===== src/rtl/sine_lut_phase_gen_if.sv =====
// Bus bundle between the three-phase phase generator, its FCW requester,
// the three-port sine LUT and the sample consumer.
// With SINE_AMP_SCALE_EN defined the bundle also carries the amplitude word.
interface sine_lut_phase_gen_if #(
  parameter int unsigned ACC_W  = 32,
  parameter int unsigned ADDR_W = 15,
  parameter int unsigned DATA_W = 16
);

  logic              run;
  logic [ACC_W-1:0]  fcw_in;
  logic              fcw_valid;
  logic              fcw_ready;
  logic [ADDR_W-1:0] address1;
  logic [ADDR_W-1:0] address2;
  logic [ADDR_W-1:0] address3;
  logic [DATA_W-1:0] data1;
  logic [DATA_W-1:0] data2;
  logic [DATA_W-1:0] data3;
  logic [DATA_W-1:0] sample1;
  logic [DATA_W-1:0] sample2;
  logic [DATA_W-1:0] sample3;
  logic              sample_valid;
`ifdef SINE_AMP_SCALE_EN
  logic [15:0]       amp;
`endif

`ifdef SINE_AMP_SCALE_EN
  // Generator side
  modport master (
    input  run, fcw_in, fcw_valid, data1, data2, data3, amp,
    output fcw_ready, address1, address2, address3,
           sample1, sample2, sample3, sample_valid
  );

  // Environment side (requester, LUT, consumer)
  modport slave (
    output run, fcw_in, fcw_valid, data1, data2, data3, amp,
    input  fcw_ready, address1, address2, address3,
           sample1, sample2, sample3, sample_valid
  );
`else
  // Generator side
  modport master (
    input  run, fcw_in, fcw_valid, data1, data2, data3,
    output fcw_ready, address1, address2, address3,
           sample1, sample2, sample3, sample_valid
  );

  // Environment side (requester, LUT, consumer)
  modport slave (
    output run, fcw_in, fcw_valid, data1, data2, data3,
    input  fcw_ready, address1, address2, address3,
           sample1, sample2, sample3, sample_valid
  );
`endif

endinterface


===== src/rtl/sine_lut_phase_gen.sv =====
// Three-phase sine LUT initiator: phase accumulator driven by an FCW, three
// registered LUT addresses at 0/120/240 degrees, and an aligned sample set
// captured after the LUT read latency.
// Optional macro SINE_AMP_SCALE_EN: adds a Q1.15 amplitude multiply stage
// (one extra cycle of latency and one extra drain cycle).
module sine_lut_phase_gen #(
  parameter int unsigned ACC_W   = 32,
  parameter int unsigned ADDR_W  = 15,
  parameter int unsigned DATA_W  = 16,
  parameter int unsigned LUT_LAT = 1
) (
  input  logic                  clk,
  input  logic                  rst,
  sine_lut_phase_gen_if.master  bus
);

  // ceil(2^ACC_W / 3) == floor((2^ACC_W - 1) / 3) + 1, since 3 never divides 2^ACC_W
  localparam logic [ACC_W-1:0] L_PH120 = ACC_W'({ACC_W{1'b1}} / ACC_W'(3)) + ACC_W'(1);
  localparam logic [ACC_W-1:0] L_PH240 = ACC_W'(L_PH120 + L_PH120);
  localparam int unsigned      L_SHIFT = ACC_W - ADDR_W;
  localparam int unsigned      L_VPIPE = LUT_LAT + 1;
`ifdef SINE_AMP_SCALE_EN
  localparam int unsigned      L_DRAIN  = LUT_LAT + 2;
  localparam int unsigned      L_AMP_W  = 16;
  localparam int unsigned      L_PROD_W = DATA_W + L_AMP_W + 1;
  localparam int unsigned      L_FRAC   = 15;
`else
  localparam int unsigned      L_DRAIN  = LUT_LAT + 1;
`endif
  localparam int unsigned      L_CNT_W = (L_DRAIN > 1) ? $clog2(L_DRAIN) : 1;

  typedef enum logic [1:0] {
    S_IDLE  = 2'd0,
    S_RUN   = 2'd1,
    S_DRAIN = 2'd2
  } state_t;

  state_t              r_state;
  logic [ACC_W-1:0]    r_acc;
  logic [ACC_W-1:0]    r_fcw_cur;
  logic [ACC_W-1:0]    r_fcw_pend;
  logic                r_pend_flag;
  logic                r_fcw_ready;
  logic [L_CNT_W-1:0]  r_drain_cnt;
  logic [ADDR_W-1:0]   r_address1;
  logic [ADDR_W-1:0]   r_address2;
  logic [ADDR_W-1:0]   r_address3;
  logic [L_VPIPE-1:0]  r_vpipe;
  logic [DATA_W-1:0]   r_sample1;
  logic [DATA_W-1:0]   r_sample2;
  logic [DATA_W-1:0]   r_sample3;
  logic                r_sample_valid;

  logic [ACC_W:0]      w_sum;
  logic                w_wrap;
  logic                w_xfer;
  logic                w_issue;
  logic                w_lut_valid;
  logic [ADDR_W-1:0]   w_addr1;
  logic [ADDR_W-1:0]   w_addr2;
  logic [ADDR_W-1:0]   w_addr3;

  // Accumulator step with carry-out marking the phase wrap
  assign w_sum       = {1'b0, r_acc} + {1'b0, r_fcw_cur};
  assign w_wrap      = w_sum[ACC_W];
  assign w_xfer      = bus.fcw_valid & r_fcw_ready;
  assign w_issue     = (r_state == S_RUN);
  assign w_lut_valid = r_vpipe[L_VPIPE-1];

  // Addresses for the three phases taken from the current accumulator
  assign w_addr1 = r_acc[ACC_W-1 -: ADDR_W];
  assign w_addr2 = ADDR_W'((r_acc + L_PH120) >> L_SHIFT);
  assign w_addr3 = ADDR_W'((r_acc + L_PH240) >> L_SHIFT);

  // Control FSM: accumulator, FCW handshake, address issue and drain timing
  always_ff @(posedge clk or posedge rst) begin
    if (rst) begin
      r_state     <= S_IDLE;
      r_acc       <= '0;
      r_fcw_cur   <= '0;
      r_fcw_pend  <= '0;
      r_pend_flag <= 1'b0;
      r_fcw_ready <= 1'b1;
      r_drain_cnt <= '0;
      r_address1  <= '0;
      r_address2  <= '0;
      r_address3  <= '0;
    end else begin
      // Ready drops on a buffered transfer and returns once nothing is pending
      if (w_xfer && (r_state != S_IDLE)) begin
        r_fcw_ready <= 1'b0;
      end else if (!r_pend_flag) begin
        r_fcw_ready <= 1'b1;
      end

      case (r_state)
        S_IDLE: begin
          r_acc <= '0;
          if (w_xfer) begin
            r_fcw_cur <= bus.fcw_in;
          end
          if (bus.run) begin
            r_state <= S_RUN;
          end
        end

        S_RUN: begin
          r_address1 <= w_addr1;
          r_address2 <= w_addr2;
          r_address3 <= w_addr3;
          r_acc      <= w_sum[ACC_W-1:0];
          // The wrapping step still uses the old FCW
          if (r_pend_flag && w_wrap) begin
            r_fcw_cur   <= r_fcw_pend;
            r_pend_flag <= 1'b0;
          end
          if (w_xfer) begin
            r_fcw_pend  <= bus.fcw_in;
            r_pend_flag <= 1'b1;
          end
          if (!bus.run) begin
            r_state     <= S_DRAIN;
            r_drain_cnt <= '0;
          end
        end

        S_DRAIN: begin
          if (w_xfer) begin
            r_fcw_pend  <= bus.fcw_in;
            r_pend_flag <= 1'b1;
          end
          if (r_drain_cnt == L_CNT_W'(L_DRAIN - 1)) begin
            // Leaving for IDLE: restart from phase 0, apply any outstanding FCW
            r_state     <= S_IDLE;
            r_acc       <= '0;
            r_pend_flag <= 1'b0;
            if (w_xfer) begin
              r_fcw_cur <= bus.fcw_in;
            end else if (r_pend_flag) begin
              r_fcw_cur <= r_fcw_pend;
            end
          end else begin
            r_drain_cnt <= r_drain_cnt + L_CNT_W'(1);
          end
        end

        default: begin
          r_state <= S_IDLE;
        end
      endcase
    end
  end

  // Issue tracking pipe: the last stage marks LUT data that belongs to an issue
  always_ff @(posedge clk or posedge rst) begin
    if (rst) begin
      r_vpipe <= '0;
    end else begin
      r_vpipe <= L_VPIPE'({r_vpipe, w_issue});
    end
  end

`ifdef SINE_AMP_SCALE_EN
  logic                       r_mul_valid;
  logic signed [L_PROD_W-1:0] r_prod1;
  logic signed [L_PROD_W-1:0] r_prod2;
  logic signed [L_PROD_W-1:0] r_prod3;
  logic signed [L_PROD_W-1:0] w_prod1;
  logic signed [L_PROD_W-1:0] w_prod2;
  logic signed [L_PROD_W-1:0] w_prod3;

  // amp is unsigned Q1.15, so it is zero-extended before the signed multiply
  assign w_prod1 = $signed(bus.data1) * $signed({1'b0, bus.amp});
  assign w_prod2 = $signed(bus.data2) * $signed({1'b0, bus.amp});
  assign w_prod3 = $signed(bus.data3) * $signed({1'b0, bus.amp});

  // Multiply stage followed by the Q1.15 rescale into the sample registers
  always_ff @(posedge clk or posedge rst) begin
    if (rst) begin
      r_mul_valid    <= 1'b0;
      r_prod1        <= '0;
      r_prod2        <= '0;
      r_prod3        <= '0;
      r_sample1      <= '0;
      r_sample2      <= '0;
      r_sample3      <= '0;
      r_sample_valid <= 1'b0;
    end else begin
      r_mul_valid    <= w_lut_valid;
      r_sample_valid <= r_mul_valid;
      if (w_lut_valid) begin
        r_prod1 <= w_prod1;
        r_prod2 <= w_prod2;
        r_prod3 <= w_prod3;
      end
      if (r_mul_valid) begin
        r_sample1 <= DATA_W'(r_prod1 >>> L_FRAC);
        r_sample2 <= DATA_W'(r_prod2 >>> L_FRAC);
        r_sample3 <= DATA_W'(r_prod3 >>> L_FRAC);
      end
    end
  end
`else
  // Capture raw LUT data for issued addresses; hold otherwise
  always_ff @(posedge clk or posedge rst) begin
    if (rst) begin
      r_sample1      <= '0;
      r_sample2      <= '0;
      r_sample3      <= '0;
      r_sample_valid <= 1'b0;
    end else begin
      r_sample_valid <= w_lut_valid;
      if (w_lut_valid) begin
        r_sample1 <= bus.data1;
        r_sample2 <= bus.data2;
        r_sample3 <= bus.data3;
      end
    end
  end
`endif

  assign bus.fcw_ready    = r_fcw_ready;
  assign bus.address1     = r_address1;
  assign bus.address2     = r_address2;
  assign bus.address3     = r_address3;
  assign bus.sample1      = r_sample1;
  assign bus.sample2      = r_sample2;
  assign bus.sample3      = r_sample3;
  assign bus.sample_valid = r_sample_valid;

endmodule


===== src/flat_wrapper.sv =====
// flat-port wrapper written by rule: the top's interface ports become plain ports
module sine_lut_phase_gen_flat 
#(
  parameter int unsigned ACC_W   = 32,
  parameter int unsigned ADDR_W  = 15,
  parameter int unsigned DATA_W  = 16,
  parameter int unsigned LUT_LAT = 1
)
  (clk, rst, bus_run, bus_fcw_in, bus_fcw_valid, bus_data1, bus_data2, bus_data3, bus_fcw_ready, bus_address1, bus_address2, bus_address3, bus_sample1, bus_sample2, bus_sample3, bus_sample_valid);
  sine_lut_phase_gen_if #(.ACC_W(ACC_W), .ADDR_W(ADDR_W), .DATA_W(DATA_W)) bus_i ();
  input  logic clk;
  input  logic rst;
  input wire logic [$bits(bus_i.run)-1:0] bus_run;
  input wire logic [$bits(bus_i.fcw_in)-1:0] bus_fcw_in;
  input wire logic [$bits(bus_i.fcw_valid)-1:0] bus_fcw_valid;
  input wire logic [$bits(bus_i.data1)-1:0] bus_data1;
  input wire logic [$bits(bus_i.data2)-1:0] bus_data2;
  input wire logic [$bits(bus_i.data3)-1:0] bus_data3;
  output wire logic [$bits(bus_i.fcw_ready)-1:0] bus_fcw_ready;
  output wire logic [$bits(bus_i.address1)-1:0] bus_address1;
  output wire logic [$bits(bus_i.address2)-1:0] bus_address2;
  output wire logic [$bits(bus_i.address3)-1:0] bus_address3;
  output wire logic [$bits(bus_i.sample1)-1:0] bus_sample1;
  output wire logic [$bits(bus_i.sample2)-1:0] bus_sample2;
  output wire logic [$bits(bus_i.sample3)-1:0] bus_sample3;
  output wire logic [$bits(bus_i.sample_valid)-1:0] bus_sample_valid;
  assign bus_i.run = bus_run;
  assign bus_i.fcw_in = bus_fcw_in;
  assign bus_i.fcw_valid = bus_fcw_valid;
  assign bus_i.data1 = bus_data1;
  assign bus_i.data2 = bus_data2;
  assign bus_i.data3 = bus_data3;
  assign bus_fcw_ready = bus_i.fcw_ready;
  assign bus_address1 = bus_i.address1;
  assign bus_address2 = bus_i.address2;
  assign bus_address3 = bus_i.address3;
  assign bus_sample1 = bus_i.sample1;
  assign bus_sample2 = bus_i.sample2;
  assign bus_sample3 = bus_i.sample3;
  assign bus_sample_valid = bus_i.sample_valid;
  sine_lut_phase_gen #(.ACC_W(ACC_W), .ADDR_W(ADDR_W), .DATA_W(DATA_W), .LUT_LAT(LUT_LAT)) u_core (.clk(clk), .rst(rst), .bus(bus_i));
endmodule

===== config.mk =====
export PLATFORM = sky130hd
export DESIGN_NAME = sine_lut_phase_gen_flat
export DESIGN_NICKNAME = d
export VERILOG_FILES = /design/src/rtl/sine_lut_phase_gen_if.sv /design/src/rtl/sine_lut_phase_gen.sv /design/src/flat_wrapper.sv
export SDC_FILE = /design/constraint.sdc
export NUM_CORES = 1
export LEC_CHECK = 0
export BUFFER_PORTS_ARGS = -buffer_cell sky130_fd_sc_hd__buf_2
export CAP_MARGIN = 15
export CORE_UTILIZATION = 50
export DETAILED_ROUTE_END_ITERATION = 8
export PLACE_DENSITY = 0.75
export SETUP_SLACK_MARGIN = 0.1
export SYNTH_ARGS = -nofsm -noshare
export SYNTH_HDL_FRONTEND = slang
export SYNTH_SLANG_ARGS = --single-unit

===== constraint.sdc =====
create_clock -name clk -period 5.4 [get_ports clk]
set_clock_uncertainty 0.1 [all_clocks]
set_input_delay 0 -clock clk [delete_from_list [all_inputs] [get_ports clk]]
set_output_delay 0 -clock clk [all_outputs]
set_load 0.02 [all_outputs]

# Word-level counts from Yosys, hierarchy flattened
# Index checks and enable logic that the tools add are counted.
[op_classes] n_addsub=4 n_eq_ne=11 n_mux=22 bitwise_logic=1 reduce_logical=13
[ops] operator="32-bit two-way mux" count=6
[ops] operator="32-bit case mux with 3 select lines" count=2
[ops] operator="32-bit by 32-bit adder with 33-bit output" count=1
[ops] operator="32-bit by 31-bit adder with 32-bit output, second input constant" count=1
[ops] operator="32-bit adder, second input constant" count=1
[ops] operator="1-bit two-way mux" count=8
[ops] operator="2-bit inequality test, second input constant" count=4
[ops] operator="2-bit two-way mux" count=3
[ops] operator="3-bit by 1-bit inequality test with 1-bit output, second input constant" count=2
[ops] operator="2-bit case mux with 3 select lines" count=1
[ops] operator="2-bit AND reduction" count=3
[ops] operator="3-bit AND reduction" count=2
[ops] operator="5-bit AND reduction" count=1
[ops] operator="2-bit by 1-bit inequality test with 1-bit output, second input constant" count=2
[ops] operator="1-bit case mux with 2 select lines" count=2
[ops] operator="2-bit nonzero test" count=2
[ops] operator="3-bit by 2-bit inequality test with 1-bit output, second input constant" count=1
[ops] operator="3-bit nonzero test" count=1
[ops] operator="2-bit by 1-bit == test with 1-bit output, second input constant" count=1
[ops] operator="2-bit == test, second input constant" count=1
[ops] operator="1-bit logical AND" count=2
[ops] operator="2-bit zero test" count=1
[ops] operator="2-bit OR reduction" count=1
[ops] operator="1-bit adder, second input constant" count=1
[ops] operator="1-bit AND" count=1
[word_totals] register_bits=197 inputBits=84

# Longest topological paths before layout
[logic_depth] ltp_word=5 depth_mapped=12

# Worst setup path after synthesis
# Ideal clock, no wire load.
[synth_path] kind="flip-flop to flip-flop" from="register u_core.r_acc[9]" to="register u_core.r_fcw_cur[10]" setup_time_ns=0.125 arrival_ns=2.750 t_required_ns=5.175 slack_ns=2.425 path_stages_with_launch=12 synth_period_minus_slack_ns=2.975 cell_sequence="dfrtp_1 ha_1 buf_2 o21ai_2 nor3_2 a2111oi_4 a21oi_2 o211ai_2 a2111oi_4 o31ai_4 buf_6 mux2_4"
[synth_between] elab_chain_cells=4
[synth_rtl] item="start: declaration" line_no="sine_lut_phase_gen.sv:39" text="logic [ACC_W-1:0] r_acc;"
[synth_rtl] item="start signal: assignment" line_no="sine_lut_phase_gen.sv:111" text="r_acc <= w_sum[ACC_W-1:0];"
[synth_rtl] item="32-bit by 32-bit adder with 33-bit output" line_no="sine_lut_phase_gen.sv:64" text="assign w_sum = {1'b0, r_acc} + {1'b0, r_fcw_cur};"
[synth_rtl] item="1-bit logical AND" line_no="sine_lut_phase_gen.sv:113" text="if (r_pend_flag && w_wrap) begin"
[synth_rtl] item="2-bit inequality test (no source line)"
[synth_rtl] item="5-bit AND reduction (no source line)"
[synth_rtl] item="end signal: assignment" line_no="sine_lut_phase_gen.sv:114" text="r_fcw_cur <= r_fcw_pend;"
[synth_rtl] item="end signal: assignment" line_no="sine_lut_phase_gen.sv:138" text="r_fcw_cur <= bus.fcw_in;"
[synth_rtl] item="end signal: assignment" line_no="sine_lut_phase_gen.sv:140" text="r_fcw_cur <= r_fcw_pend;"
[synth_rtl] item="end: declaration" line_no="sine_lut_phase_gen.sv:40" text="logic [ACC_W-1:0] r_fcw_cur;"
# Every way passes these cells.
# A chain may end at the register's enable or synchronous reset.

# Worst setup path after layout
[layout_path] from="register u_core.r_acc[11]" to="register u_core.r_fcw_cur[17]"
# Same word-level chain as after synthesis.

==> results.yml <==
sta:
  clock.fmax_ghz: 0.2636
  min_period_over_period_pct: 70.26
  min_period_ns: 3.794
  hold_viol: 0
  setup_viol: 0
  worst_pin_slew_ns: 1.058
  fin_tns_setup_ns: 0
  slew_headroom_pct: 29.44
  rsz0062_at_grt: "false"
  report.final.slew_viol_count: 0
routing:
  routed_wl_mm: 25.07
  drt-initial-drc-count: 505
  first_pass_iters: 5
  drc: 0
  routed_via_density: 5.522
  ant_nets: 0
  vias: 7781
  post_drt_wl_per_cell_um: 17.80
setup_path:
  crit_required_ns: 5.61
  endpoint: "u_core.r_fcw_cur[17]"
  worstPathArrival_ns: 4.01
  rrSetupSlack_ns: 1.61
  startpoint: "u_core.r_acc[11]"
  endpoint_kind: "register"
  cp-start-kind: "register"
  crit_type: "reg2reg"
  ff2ff_path_depth: 10
  r2r-start: "u_core.r_acc[11]"
  crit_fanout: 20
  r2r_end: "u_core.r_fcw_cur[17]"
global_routing:
  grtUsageTotal_pct: 24.59
  grt_max_degree: 198
  grt_overflow: 0
  grt_use_met2_pct: 39.86
  busiest_layer: "met2"
  grt_first_pass_wirelength_mm: 41.01
  gr-usage-met1_pct: 33.29
  antenna_found_initial: 0
  met3_usage_pct: 4.843
  grt_pass1_vias: 7625
die:
  fp.dieW_um: 145.2
  initial_core_util_pct: 50.83
  rows: 52
  die_y_um: 145.2
  die_area_um2: 21080
  core_area_um2: 20170
  ios: 179
place:
  port_buffers: 178
  dp_hpwl_mm: 16.47
  gp_congestion: 0.8723
cts:
  htreeDepth: 4
  cts_root_buf: "clkbuf_16"
  insertion_delay_ns: 0.44
  tritoncts: "done"
  postCtsSetupRepairBufs: 0
  cts_buffers: 17
  cts_buffer_depth: 2
  clock_sinks: 197
  clk_pin_slew_ns: 0.07
synthesis:
  yosysTopAreaCell: "dfrtp_1"
  synth_nets: 1012
  netlist_area_um2: 10250
  synth_edf_count: 0
  synth_warnings: 0
  yosysTopAreaCellShare_pct: 47.85
  syn_inst: 891
  synth_async_sr_flop_share_pct: 100.0
  ys_seq_area_share_pct: 48.10
  synthFlopType: "dfrtp_1"
  synth_cell_types: 72
  synth_area_per_cell_um2: 11.51
  synth_seq_cells: 197
  netlist_top_cells_area: "dfrtp_1 (48%), mux2_2 (13%), ha_1 (4.4%)"
flow_run:
  cap_violations: 0
power:
  power.leakage_nw: 5.971
  peakVddDrop_mv: 0.2871
  p_per_area_nw_per_um2: 594.8
  finalPower_mw: 7.630
finish:
  multi_input_area_um2: 5021
  register_area_um2: 4932
  antenna_cells: 0
  area_delta_synth_final_pct: 25.13
  layout.nets: 1247
  fill_cells: 1579
  drive_above_1_share_pct: 33.36
hold_path:
  hold_path.class: "in2reg"
run_status:
  outcome: "finished, final reports clean"
placed cells by master (no fill, tap or decap), types with 17 or more instances in the layout:
cell	count
a21o_1	21
a21oi_1	36
a22o_1	31
buf_2	178
clkbuf_16	17
dfrtp_1	195
dlygate4sd3_1	83
ha_1	35
inv_1	21
mux2_2	116
mux2_4	29
nand2_1	69
nor2_1	34
o21ai_0	45
xnor2_1	32
critical path, cell delays in order, from the launching register on:
cell       delay (ns)
dfrtp_1          0.46
ha_1             0.38
a21oi_1          0.17
o21ai_1          0.11
a2111oi_4        0.45
a21oi_2          0.16
o211ai_2         0.26
a2111oi_4        0.14
o31ai_4          0.84
buf_12           0.29
mux2_4           0.31
power by group:
part | internal, mW | switching, mW
clock network | 0.718 | 0.636
logic | 1.75 | 1.90
registers | 2.12 | 0.512
total | 4.59 | 3.04
metal layers:
layer  wire, um  vias to the layer above
li1           -                     3708
met1      11310                     3795
met2      11870                      249
met3       1322                       29
met4        567                        0
met5          0                        -
what timing repair did:
action / CTS / global route
hold buffers: 83 / 0
gates resized for setup: 0 / 0
endpoints found under the hold margin: 313 / 0
endpoints found under the setup margin: 0 / 0
cell usage after synthesis, drive strengths merged (7+ instances only):
cell and instances:
dfrtp 196, mux2 147, nand2 69, o21ai 52, clkbuf 41, a21oi 37, ha 36, nor2 34
xnor2 32, a22o 31, inv 22, a21o 21, nand3 16, xor2 16, nor3 14, buf 10
nor2b 8, o31ai 8, nand2b 7, o211ai 7
cells by family (layout without fill, tap and decap cells):
family / count (synthesis) / in the layout / synth area share, %
xor+xnor: 48 / 48 / 4.101
buf+inv: 74 / 322 / 2.966
simple gates: 170 / 170 / 7.726
mux: 148 / 148 / 17.31
compound gates: 217 / 217 / 15.21
flops: 197 / 197 / 48.10
fa+ha+maj: 37 / 37 / 4.589
how the worst min path moves through the flow:
stage              startpoint                      to  cells past startpoint
2_1_floorplan  bus_fcw_in[30]   u_core.r_fcw_pend[30]                      1
3_3_place_gp     bus_data3[8]   u_core.bus.sample3[8]                      2
3_5_place_dp    bus_data2[10]  u_core.bus.sample2[10]                      2
4_1_cts         bus_data2[10]  u_core.bus.sample2[10]                      3
5_1_grt          bus_data1[4]   u_core.bus.sample1[4]                      3
6_report        bus_data2[10]  u_core.bus.sample2[10]                      3
final cells by class:
class / count / share of cell area [%]
clock inverters: 15 / 1.629
multi-input cells: 620 / 39.14
flip-flops and latches: 197 / 38.45
clock buffers: 17 / 3.316
well taps: 270 / 2.634
repair buffers: 267 / 14.12
inverters: 23 / 0.7023
through the flow:
stage	setup WS, ns	utilization, %	cells	hold slack [ns]	instance area (um2)
CTS	1.615	63.46	1408	0.2082	12800
finish	1.606	63.60	1409	0.2308	12830
detailed placement	1.642	56.20	1293	0.1365	11330
global placement	1.695	56.20	1293	0.1334	11330
floorplan	2.425	-	891	0.05058	10250
global route	1.398	63.60	1409	0.2268	12830
state kept, by name, indices dropped and copies added (netlist names), 2 cells and up:
| name | flops |
|---|---|
| u_core.bus.address1 | 15 |
| u_core.bus.address2 | 15 |
| u_core.bus.address3 | 15 |
| u_core.bus.sample1 | 16 |
| u_core.bus.sample2 | 16 |
| u_core.bus.sample3 | 16 |
| u_core.r_acc | 32 |
| u_core.r_fcw_cur | 32 |
| u_core.r_fcw_pend | 32 |
| u_core.r_state | 2 |
| u_core.r_vpipe | 2 |
No activity file was read; power rests on OpenSTA's default activity.
